`config.mk`:
```
export PLATFORM = sky130hd
export DESIGN_NAME = pc_redirect_ctrl
export DESIGN_NICKNAME = d
export VERILOG_FILES = /design/src/rtl/pc_redirect_ctrl.sv
export SDC_FILE = /design/constraint.sdc
export NUM_CORES = 1
export LEC_CHECK = 0
export ABC_AREA = 1
export CORE_MARGIN = 2
export CORE_UTILIZATION = 42
export CTS_CLUSTER_DIAMETER = 100
export CTS_CLUSTER_SIZE = 28
export DETAILED_ROUTE_END_ITERATION = 6
export PLACE_DENSITY = 0.85
export SYNTH_ARGS = -nofsm -noshare
export SYNTH_HDL_FRONTEND = slang
export SYNTH_SLANG_ARGS = --single-unit
export TNS_END_PERCENT = 100
```
`constraint.sdc`:
```
create_clock -name clk -period 3.2 [get_ports clk]
set_input_delay 0.96 -clock clk [delete_from_list [all_inputs] [get_ports clk]]
set_output_delay 0.96 -clock clk [all_outputs]
set_load 0.005 [all_outputs]
```
`src/rtl/pc_redirect_ctrl.sv`:
```
// pc_redirect_ctrl: producer side of the PC redirect interface.
// Arbitrates trap > mret > execute redirects and drives a registered valid/ready handshake
// into the PC. A squash window follows each accepted redirect to kill wrong-path IF/ID work.
// Optional feature macro: REDIRECT_ALIGN_CHECK_EN. When it is defined, a misaligned target
// is replaced by TRAP_VECTOR and reported. When it is undefined, the low target bits are cleared.
module pc_redirect_ctrl #(
  parameter logic [31:0] RESET_PC      = 32'h4000_0000,
  parameter int unsigned SQUASH_CYCLES = 2,
  parameter logic [31:0] TRAP_VECTOR   = 32'h4000_0100
) (
  input  logic        clk,
  input  logic        rst,
  input  logic        pc_ready,
  input  logic        ex_redirect_valid,
  input  logic [31:0] ex_redirect_target,
  input  logic        trap_valid,
  input  logic [31:0] trap_target,
  input  logic        mret_valid,
  input  logic [31:0] mret_target,
  output logic        pc_in_valid,
  output logic [31:0] pc_in,
  output logic        pc_flush,
  output logic        squash,
  output logic        busy,
  output logic [31:0] redirect_count,
  output logic        misalign_exc,
  output logic [31:0] misalign_addr
);

  localparam int unsigned AW = 32;
  localparam int unsigned CW = 4;
  localparam int unsigned PW = 2;

  localparam logic [PW-1:0] PRIO_EX   = PW'(0);
  localparam logic [PW-1:0] PRIO_MRET = PW'(1);
  localparam logic [PW-1:0] PRIO_TRAP = PW'(2);
  localparam logic [CW-1:0] SQ_INIT   = CW'(SQUASH_CYCLES);

  typedef enum logic [1:0] {
    ST_IDLE   = 2'd0,
    ST_ISSUE  = 2'd1,
    ST_SQUASH = 2'd2
  } state_t;

  state_t        state_q;
  logic [AW-1:0] pc_in_q;
  logic          pc_in_valid_q;
  logic          squash_q;
  logic          busy_q;
  logic [AW-1:0] count_q;
  logic [AW-1:0] count_d;
  logic [PW-1:0] prio_q;
  logic [CW-1:0] sq_cnt_q;

  logic          win_valid;
  logic [PW-1:0] raw_prio;
  logic [AW-1:0] raw_target;
  logic [PW-1:0] win_prio;
  logic [AW-1:0] win_target;
  logic          win_misaligned;
  logic          take;
  logic          handshake;

  // Fixed-priority pick among the three request sources
  always_comb begin
    win_valid  = trap_valid | mret_valid | ex_redirect_valid;
    raw_prio   = PRIO_EX;
    raw_target = ex_redirect_target;
    if (trap_valid) begin
      raw_prio   = PRIO_TRAP;
      raw_target = trap_target;
    end else if (mret_valid) begin
      raw_prio   = PRIO_MRET;
      raw_target = mret_target;
    end
  end

`ifdef REDIRECT_ALIGN_CHECK_EN
  // Misaligned winners become a trap-priority redirect to TRAP_VECTOR
  always_comb begin
    win_misaligned = win_valid && (raw_target[1:0] != 2'b00);
    win_target     = win_misaligned ? TRAP_VECTOR : raw_target;
    win_prio       = win_misaligned ? PRIO_TRAP : raw_prio;
  end
`else
  // Without the check the target is simply word-aligned
  always_comb begin
    win_misaligned = 1'b0;
    win_target     = raw_target & ~AW'(3);
    win_prio       = raw_prio;
  end
`endif

  // Accept the winner unless a higher-priority redirect is already being held
  always_comb begin
    take      = win_valid && ((state_q != ST_ISSUE) || (win_prio >= prio_q));
    handshake = pc_in_valid_q && pc_ready;
    count_d   = count_q + AW'(1);
  end

  // Redirect FSM with registered handshake, squash and counter outputs
  always_ff @(posedge clk or posedge rst) begin
    if (rst) begin
      state_q       <= ST_IDLE;
      pc_in_q       <= RESET_PC;
      pc_in_valid_q <= 1'b0;
      squash_q      <= 1'b0;
      busy_q        <= 1'b0;
      count_q       <= '0;
      prio_q        <= '0;
      sq_cnt_q      <= '0;
    end else begin
      if (handshake) begin
        count_q <= count_d;
      end
      if (take) begin
        state_q       <= ST_ISSUE;
        pc_in_q       <= win_target;
        prio_q        <= win_prio;
        pc_in_valid_q <= 1'b1;
        squash_q      <= 1'b1;
        busy_q        <= 1'b1;
        sq_cnt_q      <= '0;
      end else begin
        case (state_q)
          ST_ISSUE: begin
            if (handshake) begin
              prio_q        <= '0;
              pc_in_valid_q <= 1'b0;
              if (SQUASH_CYCLES == 0) begin
                state_q  <= ST_IDLE;
                squash_q <= 1'b0;
                busy_q   <= 1'b0;
                sq_cnt_q <= '0;
              end else begin
                state_q  <= ST_SQUASH;
                squash_q <= 1'b1;
                busy_q   <= 1'b1;
                sq_cnt_q <= SQ_INIT;
              end
            end
          end
          ST_SQUASH: begin
            if (sq_cnt_q <= CW'(1)) begin
              state_q  <= ST_IDLE;
              squash_q <= 1'b0;
              busy_q   <= 1'b0;
              sq_cnt_q <= '0;
            end else begin
              sq_cnt_q <= sq_cnt_q - CW'(1);
            end
          end
          default: begin
            state_q <= ST_IDLE;
          end
        endcase
      end
    end
  end

`ifdef REDIRECT_ALIGN_CHECK_EN
  logic          misalign_exc_q;
  logic [AW-1:0] misalign_addr_q;

  // One-cycle report of a misaligned redirect, coincident with its ISSUE entry
  always_ff @(posedge clk or posedge rst) begin
    if (rst) begin
      misalign_exc_q  <= 1'b0;
      misalign_addr_q <= '0;
    end else begin
      misalign_exc_q <= take && win_misaligned;
      if (take && win_misaligned) begin
        misalign_addr_q <= raw_target;
      end
    end
  end

  assign misalign_exc  = misalign_exc_q;
  assign misalign_addr = misalign_addr_q;
`else
  assign misalign_exc  = 1'b0;
  assign misalign_addr = '0;
`endif

  assign pc_in_valid    = pc_in_valid_q;
  assign pc_flush       = pc_in_valid_q;
  assign pc_in          = pc_in_q;
  assign squash         = squash_q;
  assign busy           = busy_q;
  assign redirect_count = count_q;

endmodule

```
==> key figures <==
Status
  – Status: finished, final reports clean

Routing
  – ANT nets after route: 0
  – DR vias/cell: 5.01
  – First DRT Iteration DRCs: 148
  – Via Count: 4172
  – First-pass DRT Iterations: 4
  – Drt total wl: 12400 um
  – Drt wl/cell: 14.9 um
  – DRC viols: 0

Clock network
  – CTS max path bufs: 2
  – H-Tree Depth: 3
  – Reg clk slew, reported paths: 0.08 ns
  – Clk sinks: 72
  – CTS Hold Bufs: 0
  – Resize count post-CTS: 0
  – Number of setup buffers added after CTS: 0
  – TritonCTS clock tree: yes
  – Skew-Pair Late Insertion Delay: 0.35 ns
  – CTS Buf Count: 9
  – Clock root buffer: clkbuf_8

Synthesis
  – Register area share after synthesis: 42.2%
  – FF+latch count, synth: 72
  – Post-Syn Area: 0.00427 mm2
  – Syn. warnings: 0
  – Mean Syn Cell Area: 7.96 um2
  – Synth cell types: 30
  – Post-Syn Instances: 536

Power
  – Pwr/cell area: 587 mW/mm2
  – Max IR drop VDD: 0.000343 V
  – Leakage: 2.70 nW

Setup path
  – Critical Path RT: 3.45 ns
  – Crit path arrival time: 2.77 ns
  – R2r worst-path depth: 8
  – CP Class: primary input to flop
  – R2r endpoint: pc_in[28]
  – Crit path capture: pc_in[28]
  – Slowest CP cell: clkdlybuf4s50_1
  – R2r startpoint: prio_q[0]
  – CP peak stage delay: 0.46 ns
  – R2R setup slack: 1.54 ns
  – CP Cell Sequence: clkdlybuf4s50_1 -> buf_12 -> ha_1 -> o21ai_0 -> nand2_1 -> nand2_2 -> inv_2 -> buf_12 -> nand3_1 -> o21a_1
  – Critical Path Start: trap_valid
  – Crit-path max FO: 32
  – Setup crit end kind: flop
  – CP startpoint kind: primary input
  – Critical Path Most Common Cell: buf_12

STA
  – Max Fclk: 395 MHz
  – Max-slew violations: 0
  – Final setup viols: 0
  – Sum Neg Setup Slack: 0 ns
  – Final WS setup: 0.670 ns
  – Unrepaired setup endpoints after global routing: no
  – Minimum clock period: 2.53 ns
  – Period utilisation layout: 79.1%
  – Final hold viol count: 0
  – Min Hold Slack: 0.483 ns
  – Clock skew: 0.00906 ns

Final layout
  – Fraction of layout cells with a size suffix above 1: 8.00%
  – Filler cell count in the final layout: 878
  – Final nets: 802
  – Most frequent cells in the layout: 161 x clkdlybuf4s50_1, 131 x nand2_1, 82 x nand3_1, 71 x dfrtp_1, 37 x inv_1
  – # diodes: 0
  – Multi-input logic area: 0.00208 mm2
  – Sequential cell area: 0.00180 mm2
  – Area Growth Syn to Fin: 43.2%
  – Most common cell after layout, fill and taps aside: clkdlybuf4s50_1

Floorplanning
  – I/O Pins: 203
  – FP Rows: 36
  – Die Y: 105 um
  – Die area: 0.0110 mm2
  – Initial core utilization: 43.5%
  – Core Area: 0.00982 mm2
  – Die X: 105 um

Global routing
  – Largest net degree at the start of global routing: 41
  – Total track usage: 22.7%
  – Total global routing overflow: 0
  – Initial antenna violation count: 0
  – Vias in the first global route: 4225
  – First-pass GRT wire length: 20100 um

Place
  – IO buf count: 161
  – Gp weighted congestion: 0.883
  – Hpwl dp: 9510 um
  – DP Worst Slack: 0.300 ns

Job
  – Max-cap viol count: 0

Hold path
  – HP Class: flop to flop
metal layers:
| metal | share of wire [%] | up-vias | GRT usage (%) |
|---|---|---|---|
| met4 | 2.8 | 0 | 9.05 |
| met5 | 0 | - | 0 |
| met3 | 8.7 | 27 | 6.74 |
| li1 | - | 2006 | - |
| met2 | 50 | 176 | 39.7 |
| met1 | 39 | 1963 | 25.8 |
synth_stat cells (all sizes together):
library cell,number,area share (%)
a22oi,20,3.5
nor2,44,5.0
nand2,138,13
and2,1,0.15
a21oi,2,0.23
xnor2,6,1.2
clkbuf,9,0.79
nand3,86,11
dfstp,1,0.62
or2,1,0.15
nor3,6,0.97
conb,1,0.088
nand3b,2,0.35
o21a,20,3.5
nand4,15,2.2
buf,47,7.7
dfrtp,71,42
o21ai,7,0.82
ha,5,1.5
inv,41,3.6
xor2,13,2.7
registers in the layout (all words and copies together) (netlist names):
| register | cells |
|---|---|
| busy | 1 |
| redirect_count | 32 |
| pc_in | 30 |
| prio_q | 2 |
| sq_cnt_q | 4 |
| state_q | 2 |
| pc_flush | 1 |
report_power, final:
part / total (W) / leakage (nW) / switching (W) / internal (W)
registers: 0.00138 / 0.902 / 0.000200 / 0.00118
logic: 0.00153 / 1.71 / 0.000684 / 0.000850
clock network: 0.000668 / 0.0862 / 0.000380 / 0.000288
area by class of cell:
cell class,instances,share of cell area [%]
timing repair buffer,170,28.3
clock buffer,9,2.03
inverter,41,2.52
multi-input combinational,401,34.0
sequential,72,29.5
tap,133,2.72
clock inverter,7,0.901
kinds of logic after synthesis:
family | count (synthesis) | share of synthesized area (%)
simple gates | 293 | 32.1
compound gates | 49 | 8.09
buf+inv | 97 | 12.1
other cells | 1 | 0.0879
fa+ha+maj | 5 | 1.47
flops | 72 | 42.2
xor+xnor | 19 | 3.90
how the worst min path moves through the flow:
stage / from / endpoint / slack, ns / depth (start not counted)
floorplan: pc_in[30] / pc_in[30] / 0.46 / 2
global placement: pc_in[30] / pc_in[30] / 0.46 / 2
detailed placement: pc_in[3] / pc_in[3] / 0.47 / 2
CTS: pc_in[30] / pc_in[30] / 0.49 / 2
global route: pc_in[30] / pc_in[30] / 0.50 / 2
finish: pc_in[30] / pc_in[30] / 0.48 / 2
critical path, delay by kind of cell:
family,cells,cell delay [ns]
adder cells (fa/ha/maj),1,0.28
AND/OR/NAND/NOR,3,0.23
buffers and inverters,4,1.10
AO/OA/AOI/OAI,2,0.19
metrics by stage:
stage	instances	util (%)	power [W]	cell area, um2
2_1_floorplan	570	-	0.00211	4400
3_3_place_gp	817	60.4	0.00289	5930
3_5_place_dp	817	60.4	0.00294	5930
4_1_cts	833	62.2	0.00362	6110
5_1_grt	833	62.2	0.00382	6110
6_report	833	62.2	0.00358	6110
(Power assumes the default switching activity.)
